File: config.mk
export PLATFORM = sky130hd
export DESIGN_NAME = ram_access_ctrl
export DESIGN_NICKNAME = d
export VERILOG_FILES = /design/src/rtl/ram_access_ctrl.sv
export SDC_FILE = /design/constraint.sdc
export NUM_CORES = 1
export LEC_CHECK = 0
export BUFFER_PORTS_ARGS = -buffer_cell sky130_fd_sc_hd__buf_2
export CAP_MARGIN = 10
export CORE_ASPECT_RATIO = 2
export CORE_MARGIN = 2
export CORE_UTILIZATION = 35
export CTS_BUF_LIST = sky130_fd_sc_hd__clkbuf_4 sky130_fd_sc_hd__clkbuf_8
export CTS_CLUSTER_SIZE = 20
export DETAILED_ROUTE_END_ITERATION = 12
export GPL_TIMING_DRIVEN = 0
export SYNTH_ARGS = -nofsm -noshare
export SYNTH_HDL_FRONTEND = slang
export SYNTH_SLANG_ARGS = --single-unit
File: constraint.sdc
create_clock -name clk -period 4.5 [get_ports clk]
set_clock_uncertainty 0.2 [all_clocks]
set_input_delay 0.45 -clock clk [delete_from_list [all_inputs] [get_ports clk]]
set_output_delay 0.45 -clock clk [all_outputs]
set_load 0.1 [all_outputs]
File: src/rtl/ram_access_ctrl.sv
// ram_access_ctrl: in-order command front-end that drives the RAM cs/we/oe protocol.
// Commands are buffered in a small FIFO; reads return data over a valid/ready port.
module ram_access_ctrl #(
   parameter int ADDR_W     = 10,
   parameter int DATA_W     = 4,
   parameter int FIFO_DEPTH = 4,
   parameter int OE_CYCLES  = 1
) (
   input  logic              clk,
   input  logic              reset_n,
   input  logic              req_valid,
   output logic              req_ready,
   input  logic              req_write,
   input  logic [ADDR_W-1:0] req_addr,
   input  logic [DATA_W-1:0] req_wdata,
   output logic              rsp_valid,
   input  logic              rsp_ready,
   output logic [DATA_W-1:0] rsp_rdata,
   output logic [ADDR_W-1:0] rsp_addr,
   output logic              ram_cs,
   output logic              ram_we,
   output logic              ram_oe,
   output logic [ADDR_W-1:0] ram_address,
   output logic [DATA_W-1:0] ram_data_in,
   input  logic [DATA_W-1:0] ram_data_out,
   output logic              busy
);
   localparam int PTR_W   = (FIFO_DEPTH > 1) ? $clog2(FIFO_DEPTH) : 1;
   localparam int CNT_W   = PTR_W + 1;
   localparam int ENTRY_W = 1 + ADDR_W + DATA_W;
   localparam int OE_W    = 4;

   typedef enum logic [2:0] {S_IDLE, S_WR, S_RD_SEL, S_RD_OE, S_RSP} state_t;

   logic [ENTRY_W-1:0] r_fifo [FIFO_DEPTH];
   logic [PTR_W-1:0]   r_wptr, r_rptr;
   logic [CNT_W-1:0]   r_count, w_count_nxt;
   logic               r_req_ready;
   logic               w_push, w_pop, w_empty;
   logic [ENTRY_W-1:0] w_head;
   logic               w_head_write;
   logic [ADDR_W-1:0]  w_head_addr;
   logic [DATA_W-1:0]  w_head_wdata;

   state_t             r_state, w_state_nxt;
   logic [OE_W-1:0]    r_oe_cnt, w_oe_cnt_nxt;
   logic               w_capture;
   logic               r_cs, r_we, r_oe, r_rsp_valid;
   logic [ADDR_W-1:0]  r_ram_addr, r_rsp_addr;
   logic [DATA_W-1:0]  r_ram_din, r_rsp_rdata;

   // ---------------- command FIFO ----------------
   // req_ready comes only from registered occupancy, so a pop never frees a slot
   // for a push in the same cycle.
   assign w_push       = req_valid && r_req_ready;
   assign w_empty      = (r_count == '0);
   assign w_head       = r_fifo[r_rptr];
   assign w_head_write = w_head[ENTRY_W-1];
   assign w_head_addr  = w_head[DATA_W +: ADDR_W];
   assign w_head_wdata = w_head[DATA_W-1:0];

   always_comb begin
      w_count_nxt = r_count;
      if (w_push && !w_pop)
         w_count_nxt = r_count + CNT_W'(1);
      else if (!w_push && w_pop)
         w_count_nxt = r_count - CNT_W'(1);
   end

   always_ff @(posedge clk) begin
      if (w_push)
         r_fifo[r_wptr] <= {req_write, req_addr, req_wdata};
   end

   always_ff @(posedge clk or negedge reset_n) begin
      if (!reset_n) begin
         r_wptr      <= '0;
         r_rptr      <= '0;
         r_count     <= '0;
         r_req_ready <= 1'b0;
      end else begin
         if (w_push) r_wptr <= r_wptr + PTR_W'(1);
         if (w_pop)  r_rptr <= r_rptr + PTR_W'(1);
         r_count     <= w_count_nxt;
         r_req_ready <= (w_count_nxt != CNT_W'(FIFO_DEPTH));
      end
   end

   // ---------------- sequencing FSM ----------------
   always_comb begin
      w_state_nxt  = r_state;
      w_oe_cnt_nxt = r_oe_cnt;
      w_pop        = 1'b0;
      w_capture    = 1'b0;
      case (r_state)
         S_IDLE: begin
            if (!w_empty) begin
               w_pop       = 1'b1;
               w_state_nxt = w_head_write ? S_WR : S_RD_SEL;
            end
         end
         S_WR:     w_state_nxt = S_IDLE;
         S_RD_SEL: begin
            w_state_nxt  = S_RD_OE;
            w_oe_cnt_nxt = OE_W'(OE_CYCLES - 1);
         end
         S_RD_OE: begin
            if (r_oe_cnt == '0) begin
               w_capture   = 1'b1;
               w_state_nxt = S_RSP;
            end else begin
               w_oe_cnt_nxt = r_oe_cnt - OE_W'(1);
            end
         end
         S_RSP: begin
            if (rsp_ready)
               w_state_nxt = S_IDLE;
         end
         default: w_state_nxt = S_IDLE;
      endcase
   end

   // Controls are registered from the next state so the RAM pins never glitch.
   always_ff @(posedge clk or negedge reset_n) begin
      if (!reset_n) begin
         r_state     <= S_IDLE;
         r_oe_cnt    <= '0;
         r_cs        <= 1'b0;
         r_we        <= 1'b0;
         r_oe        <= 1'b0;
         r_rsp_valid <= 1'b0;
         r_ram_addr  <= '0;
         r_ram_din   <= '0;
         r_rsp_addr  <= '0;
         r_rsp_rdata <= '0;
      end else begin
         r_state     <= w_state_nxt;
         r_oe_cnt    <= w_oe_cnt_nxt;
         r_cs        <= (w_state_nxt == S_WR) || (w_state_nxt == S_RD_SEL) ||
                        (w_state_nxt == S_RD_OE);
         r_we        <= (w_state_nxt == S_WR);
         r_oe        <= (w_state_nxt == S_RD_OE);
         r_rsp_valid <= (w_state_nxt == S_RSP);
         if (w_pop) begin
            r_ram_addr <= w_head_addr;
            r_ram_din  <= w_head_wdata;
         end
         if (w_capture) begin
            r_rsp_rdata <= ram_data_out;
            r_rsp_addr  <= r_ram_addr;
         end
      end
   end

   assign req_ready   = r_req_ready;
   assign rsp_valid   = r_rsp_valid;
   assign rsp_rdata   = r_rsp_rdata;
   assign rsp_addr    = r_rsp_addr;
   assign ram_cs      = r_cs;
   assign ram_we      = r_we;
   assign ram_oe      = r_oe;
   assign ram_address = r_ram_addr;
   assign ram_data_in = r_ram_din;
   assign busy        = (r_state != S_IDLE) || !w_empty;

endmodule
==> out/summary.md, run 1 <==
The routed length per placed instance is 15.4 um. In this run the count of I/O pins placed on the die edge is 57. The die is 82 um wide.

The height of the chip was 160 um; the final count of hold timing violations was 0. The fraction of layout instances using a drive strength above 1 works out to 0.352. Buffers inserted to repair hold after CTS numbered 0. Top routing layer in use: met4. The number of maximum-capacitance constraint violations came out at 0. The flow ran to the end, and the final reports show no timing, DRC or antenna violations.

In the post-synthesis netlist, the biggest area contributors are edfxtp_1, dfrtp_1, mux4_2. From synthesis to final layout, the design area changed by 15.3%. The run gives 107 as the number of clock sinks. After clock tree synthesis, the setup repair step added 0 buffers. 0 antenna diodes ended up in the layout. After detailed routing, the wire length on met1 is 2950 um. The first global-routing pass estimated 11900 um of wire.

The register clock-pin slew on the reported worst setup and hold paths was 0.10 ns. The number of failing setup endpoints in the final timing report is 0. The tools report the startpoint kind of the worst setup timing path as a flop.

Remaining routing DRC violations: 0. After clock tree synthesis, the repair step resized 0 gates. Traced cell by cell, the critical path runs through inv_1 > ha_1 > nor2b_1 > nand2_1 > buf_2. Of all nets on the critical path, the largest fanout is 4.

The number of optimization iterations in the first detailed-route pass came out at 4. The number of nets in the synthesized netlist is 297. The latest clock arrival within the worst-skew pair was 0.37 ns; the via count was 2350. Wires add up to 7480 um.

The post-detailed-route via-to-cell ratio works out to 4.85. The run gives 0 ns as the total negative slack. In the layout the commonest cells are buf_2, edfxtp_1, nand2_1.

For the final count of pins violating max slew, the log shows 0. Primary flip-flop cell chosen by synthesis mapping: edfxtp_1. Yosys printed 0 warnings. The tools report the arrival time at the worst endpoint as 2.09 ns. The floorplan step defined a core boundary enclosing 0.0120 mm^2. The tools report the via count of the first global-routing pass as 2421.

The worst-case hold slack was 0.0321 ns; the violation count after the first detailed-route iteration was 124. The cell type of the slowest stage on the worst timing path is nor2b_1. The cell count after synthesis came out at 266.

Buffers inserted during clock tree synthesis total 9. The cell area that synthesis handed to floorplanning was 0.00426 mm^2. Category of the critical setup timing path: reg2out. The run gives 0.699 as the fraction of the yosys area taken by sequential cells.

Setup repair after global routing left no endpoint under its margin. The logs give 0.0131 mm^2 for the full die area and 0.355 for the initial standard-cell utilization of the core. At the pin with the least slew margin, the transition time is 1.02 ns. Largest net degree at the start of global routing: 48. The mean area per synthesized cell is 16.0 um^2. Counting flops and latches in the post-synthesis netlist gives 107. The class of the tightest hold or removal check was in2async.

The headroom to the max-slew limit was 0.320; the number of flops mapped to enable cells by yosys was 60. TritonCTS built the clock tree. Initial antenna violation count: 0.

The number of nets in the final layout was 364; the number of inserted filler cells in the final layout was 1112. The netlist uses 42 different library cells. In this design, the stage delay of the slowest critical-path cell is 0.52 ns. The run gives 2.30 ns as the internal reg-to-reg setup slack.

The standard-cell row count was 57; the required time of the worst setup path was 3.85 ns. The cell taking the most area after synthesis is edfxtp_1. The clock root buffer master is clkbuf_8. The number of levels the H-tree was split into was 3; the routed length on met2 was 3960 um. The worst setup path is captured at an output pin. Share of synthesized registers carrying an async set or reset: 0.439.

Area share of the largest cell type after synthesis: 0.423. Input and output buffers added on the ports amount to 56. The global-route usage over all layers came out at 0.123.

The fraction of the cycle the final worst path needs was 0.609; the highest clock frequency the design can meet was 365 MHz. The logs give 0 for the post-route antenna net violation count and 412 um for the wire length on met3. The final critical path time including I/O delays and setup came out at 2.74 ns.

The clock passes through at most 2 buffers. The total congestion overflow after global routing was 0; the half-perimeter wire length of the detailed placement result was 5160 um. The run gives 0.665 as the weighted congestion at the end of routability-driven global placement.
## cell usage after synthesis, types with 2 or more instances
cell / n
a21oi_1: 2
and3_1: 6
buf_2: 4
buf_4: 3
dfrtp_1: 47
edfxtp_1: 60
ha_1: 8
inv_1: 9
mux2_2: 15
mux4_2: 15
nand2_1: 53
nand2b_1: 2
nor2_1: 3
nor2b_1: 2
nor4_1: 2
o21ai_0: 4
or2_2: 2
xnor2_1: 5
## through the flow
step	std cells	area, um^2	setup slack (ns)	utilization
floorplan	266	4260	2.04	-
global placement	469	4720	2.22	0.394
detailed placement	469	4720	2.16	0.394
CTS	485	4910	1.75	0.410
global route	485	4910	1.64	0.410
finish	485	4910	1.76	0.410
## sequential cells by signal (all words and copies together) (netlist names)
register     count
r_rptr           2
r_wptr           2
ram_we           1
ram_oe           1
r_oe_cnt         4
ram_address     10
ram_cs           1
rsp_valid        1
rsp_addr        10
r_fifo          60
ram_data_in      4
req_ready        1
r_state          3
r_count          3
rsp_rdata        4
## critical path, delay by kind of cell (launching register included)
family                   cells  cell delay [ns]
flip-flops                   1             0.44
adder cells (fa/ha/maj)      1             0.19
AND/OR/NAND/NOR              2             0.65
buffers and inverters        2             0.44
## routing by layer
layer  up-vias  global-route usage
li1       1093                   -
met4         0              0.0576
met3        13              0.0198
met2        77               0.211
met1      1167               0.146
met5         -                   0
## cell type report
type                            instances  area, um^2  area share
Buffer                                 10        61.3      0.0125
Sequential cell                       107        2980       0.607
Multi-Input combinational cell        140        1190       0.242
Clock inverter                          7        62.6      0.0127
Inverter                                9        33.8     0.00688
Clock buffer                            9         124      0.0252
Timing Repair Buffer                   56         280      0.0571
Tap cell                              147         184      0.0375
## worst paths after layout
path | cells past startpoint | from | end
max | 5 | r_count[1] | busy
min | 1 | reset_n | r_oe_cnt[3]
max reg2reg | 7 | r_oe_cnt[0] | rsp_addr[5]
min reg2reg | 2 | ram_data_in[1] | ram_data_in[1]
max in group asynchronous | 1 | reset_n | rsp_rdata[1]
min in group clk | 1 | req_addr[8] | r_fifo[3][12]
## logic make-up after synthesis
logic type	share of synthesized area
buffers and inverters	0.0223
xor gates and xnor gates	0.0103
adders and majority gates	0.0235
AOI/OAI and AO/OA	0.0329
DFF	0.699
and+or+nand+nor	0.0905
muxes	0.121
Power of run 1 is not shown: default switching activity piles up to over one toggle a cycle in this logic, so the estimate is an artifact.
==> run 2: changes to the inputs <==
Clock period 4.5 ns to 2.4 ns, I/O delays scaled along.
==> run 2 against run 1 <==
Effect of this change: register-to-register slack worse by 2.1 ns; worst hold slack better by 0.061 ns; die area unchanged; routed wire length up 1.6%; via count up 3.8%.
==> out/summary.md, run 2 (synthesized netlist as in run 1, its figures left out) <==
The logs give 0.0131 mm^2 (unchanged) for the full die area and 0.0120 mm^2 (unchanged) for the placeable core region. The run gives 2536 (was 2421) as the via count of the first global-routing pass. The number of clock sinks came out at 107 (unchanged). The global-route usage over all layers is 0.126 (was 0.123). Commonest cells after routing, fill and taps aside: buf_2, edfxtp_1, nand2_1 (unchanged). The latest clock arrival within the worst-skew pair was 0.37 ns (about the same); the length in cells of the worst reg-to-reg path was 7 (unchanged). The remaining routing DRC violations was 0 (unchanged); the maximum buffer depth of the clock tree was 2 (unchanged).

The routed length per placed instance works out to 15.1 um (was 15.4 um). The synthesis-to-finish area growth came out at 20.2% (was 15.3%). The number of maximum-capacitance constraint violations is 0 (unchanged). The category of the critical setup timing path was reg2out (unchanged). The largest net degree at the start of global routing is 48 (unchanged), and the height of the chip is 160 um (unchanged).

The element type at the critical path end was an output pin (unchanged). The tools report the startpoint kind of the worst setup timing path as a flop (unchanged). The violation count after the first detailed-route iteration was 137 (was 124).

Along the worst hold path, the cell count comes to 3. The delay of the slowest cell on the worst path is 0.44 ns (was 0.52 ns). The initial standard-cell utilization of the core is 0.355 (unchanged). The tools report the internal reg-to-reg setup slack as 0.20 ns (was 2.30 ns). The final count of pins violating max slew is 0 (unchanged). Number of I/O pins: 57 (unchanged). The flow ran to the end, and the final reports show no timing, DRC or antenna violations. Fraction of the cycle the final worst path needs: 0.937. Setup repair after global routing left no endpoint under its margin. The slew at the pin closest to its max-slew limit is 1.03 ns (was 1.02 ns).

The total wire length was 7600 um (was 7480 um); the final count of hold timing violations was 0 (unchanged). The run gives 5160 um (unchanged) as the half-perimeter wire length of the detailed placement result. The number of optimization iterations in the first detailed-route pass is 4 (unchanged). The register name with the most flops is r_fifo (unchanged). The horizontal die dimension is 82 um (unchanged), and the flip-flop count of the largest register after layout is 60 (unchanged).

The logs give 0 ns (unchanged) for the total negative slack and 0.665 (unchanged) for the weighted congestion at the end of routability-driven global placement. The clock root buffer master was clkbuf_8 (unchanged). The register clock-pin slew on the reported worst setup and hold paths is 0.10 ns (about the same). Chain of cells forming the critical path: inv_1 > ha_1 > nor2b_4 > nand2_1 > buf_2 (was inv_1 > ha_1 > nor2b_1 > nand2_1 > buf_2). The number of levels the H-tree was split into is 3 (unchanged), and the number of antenna diodes is 0 (unchanged). The CTS buffer count is 9 (unchanged), and the number of nets in the final layout is 384 (was 364). The peak fanout along the critical path works out to 4 (unchanged). The buffering stage count on the worst path with inverters included came out at 2 (unchanged). The post-detailed-route via-to-cell ratio is 4.83 (was 4.85). The logs give 0 (unchanged) for the total congestion overflow after global routing and 1.81 ns (was 2.09 ns) for the arrival time at the worst endpoint. The standard-cell row count was 57 (unchanged); the final critical path time including I/O delays and setup was 2.25 ns. The fraction of layout instances using a drive strength above 1 was 0.335 (was 0.352); the initial antenna violation count was 0 (unchanged). The post-CTS setup buffer count was 0 (unchanged). The cell type of the slowest stage on the worst timing path is dfrtp_1 (was nor2b_1). The number of port buffers is 56 (unchanged). The run gives 12200 um (was 11900 um) as the global-route wire length before repair.

The post-route antenna net violation count was 0 (unchanged). Class of the tightest hold or removal check: in2reg (was in2async). The required time of the worst setup path was 1.96 ns (was 3.85 ns); the logic depth of the worst path, buffers included was 5 (unchanged). The run gives 0.315 (was 0.320) as the headroom to the max-slew limit. The dominant delay contributor by cell family on the critical path is flip-flops (was simple AND/OR/NAND/NOR gates). Based on the critical path, the design can be clocked at up to 444 MHz. TritonCTS built the clock tree. The via count was 2440 (was 2350); the number of failing setup endpoints in the final timing report was 0 (unchanged).
run 2: changes by cell type in the layout (fill, tap and decap cells not counted):
cell / before / now
nor2b_4: 0 / 1
nor2b_1: 2 / 1
dlygate4sd3_1: 0 / 20
run 2: per-stage QoR:
| step | setup WS (ns) | std cells | instance area [um^2] | hold WS [ns] | utilization |
|---|---|---|---|---|---|
| 6_report | 0.150 | 505 | 5120 | 0.0932 | 0.427 |
| 5_1_grt | 0.0551 | 505 | 5120 | 0.111 | 0.427 |
| 4_1_cts | 0.0408 | 505 | 5110 | 0.0786 | 0.427 |
| 3_5_place_dp | 0.210 | 469 | 4720 | 0.255 | 0.394 |
| 3_3_place_gp | 0.281 | 469 | 4720 | 0.248 | 0.394 |
| 2_1_floorplan | 0.151 | 266 | 4260 | -0.256 | - |
run 2: repair_timing:
action	in CTS	in global routing
hold buffers	20	0
setup endpoints to repair	1	1
gates resized for setup	1	1
endpoints found under the hold margin	111	0
cloned	0	0
run 2: layout make-up:
class	count	area [um^2]
well taps	147	184
plain buffers	10	61.3
inverters	9	33.8
clock buffers	9	124
flip-flops and latches	107	2980
repair buffers	76	480
clock inverters	7	62.6
fillers	1095	6860
multi-input cells	140	1190
run 2: per-layer routing:
layer | vias to the layer above | routed length [um] | GRT usage
met4 | 0 | 163 | 0.0576
met2 | 69 | 4050 | 0.218
met1 | 1223 | 3050 | 0.148
li1 | 1135 | - | -
met3 | 13 | 336 | 0.0186
met5 | - | 0 | 0
run 2: final timing paths:
kind                                      from             end
worst max-delay path                r_count[1]            busy
max in group asynchronous              reset_n     rsp_addr[6]
worst min-delay path                 rsp_ready       rsp_valid
worst min register to register  ram_data_in[1]  ram_data_in[1]
min in group asynchronous              reset_n     r_oe_cnt[3]
worst max register to register     r_oe_cnt[0]     rsp_addr[5]
run 2: worst register-to-register path: cells and delay by family (launching register included):
kind / cells / cell delay (ns)
simple gates: 2 / 0.52
mux: 1 / 0.35
flops: 1 / 0.43
buf+inv: 3 / 0.42
fa+ha+maj: 1 / 0.18
Power of run 2 is left out for the same reason.
==> run 3: changes to the inputs <==
Settings changed: GPL_TIMING_DRIVEN 0 to not set.
==> run 3 against run 2 <==
Effect of this change: die area stayed put; design area is 0.51% higher; core utilization is 0.22 points higher; critical path type unchanged; fmax is 2.4% higher; first-iteration DRC count is 10% lower; global-route usage is 0.17 points higher; routed wire length is 1.6% higher; non-clock buffer count is 1 lower; cell count is 0.20% lower.
==> out/summary.md, run 3 (synthesized netlist as in run 1, its figures left out) <==
The placeable core region is 0.0120 mm^2 (unchanged). The run gives 9 (unchanged) as the CTS buffer count. Number of optimization iterations in the first detailed-route pass: 4 (unchanged). The source of the worst hold timing path is rsp_ready (unchanged). The fraction of layout instances using a drive strength above 1 is 0.339 (was 0.335), and the global-route usage over all layers is 0.127 (was 0.126).

The violation count after the first detailed-route iteration was 123 (was 137); the headroom to the max-slew limit was 0.597 (was 0.315). The final critical path time including I/O delays and setup is 2.20 ns (was 2.25 ns). The post-detailed-route via-to-cell ratio works out to 4.79 (was 4.83). Commonest non-fill, non-tap cell in the layout: edfxtp_1. The global-route wire length before repair came out at 12500 um (was 12200 um). The post-CTS setup buffer count came out at 0 (unchanged). The final core area utilization is 0.429 (was 0.427). For the total negative slack, the log shows 0 ns (unchanged). Commonest cells after routing, fill and taps aside: edfxtp_1, buf_2, nand2_1 (was buf_2, edfxtp_1, nand2_1). The tools report the startpoint of the lowest-slack register-to-register path as r_oe_cnt[0] (unchanged). The run finished with clean final reports. The number of maximum-capacitance constraint violations came out at 0 (unchanged). The number of levels the H-tree was split into is 3 (unchanged). Setup repair after global routing left no endpoint under its margin. The number of stages on the worst hold path works out to 3 (unchanged). Number of antenna diodes: 0 (unchanged). For the final count of pins violating max slew, the log shows 0 (unchanged). For the arrival time at the worst endpoint, the log shows 1.76 ns (was 1.81 ns). The number of I/O pins was 57 (unchanged).

The synthesis-to-finish area growth is 20.8% (was 20.2%). The logs give 1.96 ns (about the same) for the required time of the worst setup path and 0 (unchanged) for the initial antenna violation count. The run gives 0 (unchanged) as the number of failing setup endpoints in the final timing report. The remaining routing DRC violations was 0 (unchanged). The destination of the worst hold path is rsp_valid (unchanged). The tools report the latest clock arrival within the worst-skew pair as 0.36 ns (was 0.37 ns). The height of the chip was 160 um (unchanged).

The maximum buffer depth of the clock tree is 2 (unchanged). The category of the critical setup timing path was reg2out (unchanged). Register name with the most flops: r_fifo (unchanged). The length in cells of the worst reg-to-reg path works out to 6 (was 7).

The tools report the internal reg-to-reg setup slack as 0.32 ns (was 0.20 ns). The tools report the final count of hold timing violations as 0 (unchanged). For the post-placement setup slack, the log shows 0.279 ns (was 0.210 ns). The weighted congestion at the end of routability-driven global placement was 0.732 (was 0.665); the number of port buffers was 56 (unchanged).

The standard-cell row count was 57 (unchanged); the horizontal die dimension was 82 um (unchanged). The tools report the element type at the critical path end as an output pin (unchanged). The number of clock sinks was 107 (unchanged). TritonCTS built the clock tree. For the total congestion overflow after global routing, the log shows 0 (unchanged).

Number of nets in the final layout: 383 (was 384). Final setup slack of the worst path: 0.203 ns (was 0.150 ns). The tools report the startpoint kind of the worst setup timing path as a flop (unchanged). The logs give 5190 um (was 5160 um) for the half-perimeter wire length of the detailed placement result and 2554 (was 2536) for the via count of the first global-routing pass. The logs give 504 (was 505) for the count of placed standard cells in the final layout, fillers left out and 455 MHz (was 444 MHz) for the highest clock frequency the design can meet. The clock root buffer master is clkbuf_8 (unchanged). The slew at the pin closest to its max-slew limit is 0.604 ns (was 1.03 ns). The fraction of the cycle the final worst path needs is 0.915 (was 0.937), and the peak fanout along the critical path is 3 (was 4).

The register clock-pin slew on the reported worst setup and hold paths was 0.09 ns (was 0.10 ns). The worst reg2reg path endpoint was rsp_rdata[0] (was rsp_addr[5]). For the largest net degree at the start of global routing, the log shows 48 (unchanged). The flip-flop count of the largest register after layout is 60 (unchanged), and the total wire length is 7730 um (was 7600 um). The number of placed cells counting well taps was 468 (was 469). Class of the tightest hold or removal check: in2reg (unchanged). The via count was 2415 (was 2440); the routed length per placed instance was 15.3 um (was 15.1 um).

Post-route antenna net violation count: 0 (unchanged). Initial standard-cell utilization of the core: 0.355 (unchanged). For the full die area, the log shows 0.0131 mm^2 (unchanged).
## run 3: changes by cell type in the layout (fill, tap and decap cells not counted)
cell / change
buf_4: +6
buf_2: -4
inv_6: -2
buf_1: -1
buf_6: -1
bufinv_16: +1
clkbuf_1: -1
clkbuf_8: +1
clkinv_2: +1
inv_8: -1
## run 3: what timing repair did
| action | 4_1_cts | 5_1_grt |
|---|---|---|
| hold endpoints to repair | 111 | 0 |
| resized for setup | 1 | 1 |
| setup endpoints to repair | 1 | 1 |
| hold buffers | 20 | 0 |
## run 3: worst max path at each step
stage	startpoint	to	slack, ns	depth (start not counted)
6_report	r_count[0]	busy	0.20	5
3_5_place_dp	r_count[1]	req_ready	0.28	6
3_3_place_gp	r_count[1]	req_ready	0.35	6
4_1_cts	r_count[1]	busy	0.08	5
2_1_floorplan	r_count[1]	busy	0.15	4
5_1_grt	r_count[1]	busy	0.09	5
## run 3: metal layers
layer,track usage,up-vias,wire length [um],share of wire
met1,0.160,1193,3250,0.42
li1,-,1137,-,-
met3,0.0181,17,331,0.043
met4,0.0644,0,161,0.021
met5,0,-,0,0
met2,0.209,68,3990,0.52
## run 3: area by class of cell
cell class	count	area [um^2]
fill	1109	6840
sequential	107	2980
multi-input combinational	140	1190
timing repair buffer	85	548
tap	147	184
clock buffer	10	138
clock inverter	6	68.8
inverter	9	33.8
## run 3: per-stage QoR
step | cell area (um^2) | hold slack [ns]
6_report | 5140 | 0.107
5_1_grt | 5140 | 0.112
4_1_cts | 5140 | 0.0822
3_5_place_dp | 4730 | 0.170
3_3_place_gp | 4730 | 0.162
2_1_floorplan | 4260 | -0.256
## run 3: worst max-delay path: stages, from the launching register on
cell     delay [ns]
dfrtp_1        0.43
inv_1          0.11
ha_1           0.20
nor2b_4        0.26
nand2_1        0.09
buf_2          0.31
Power of run 3 is left out for the same reason.
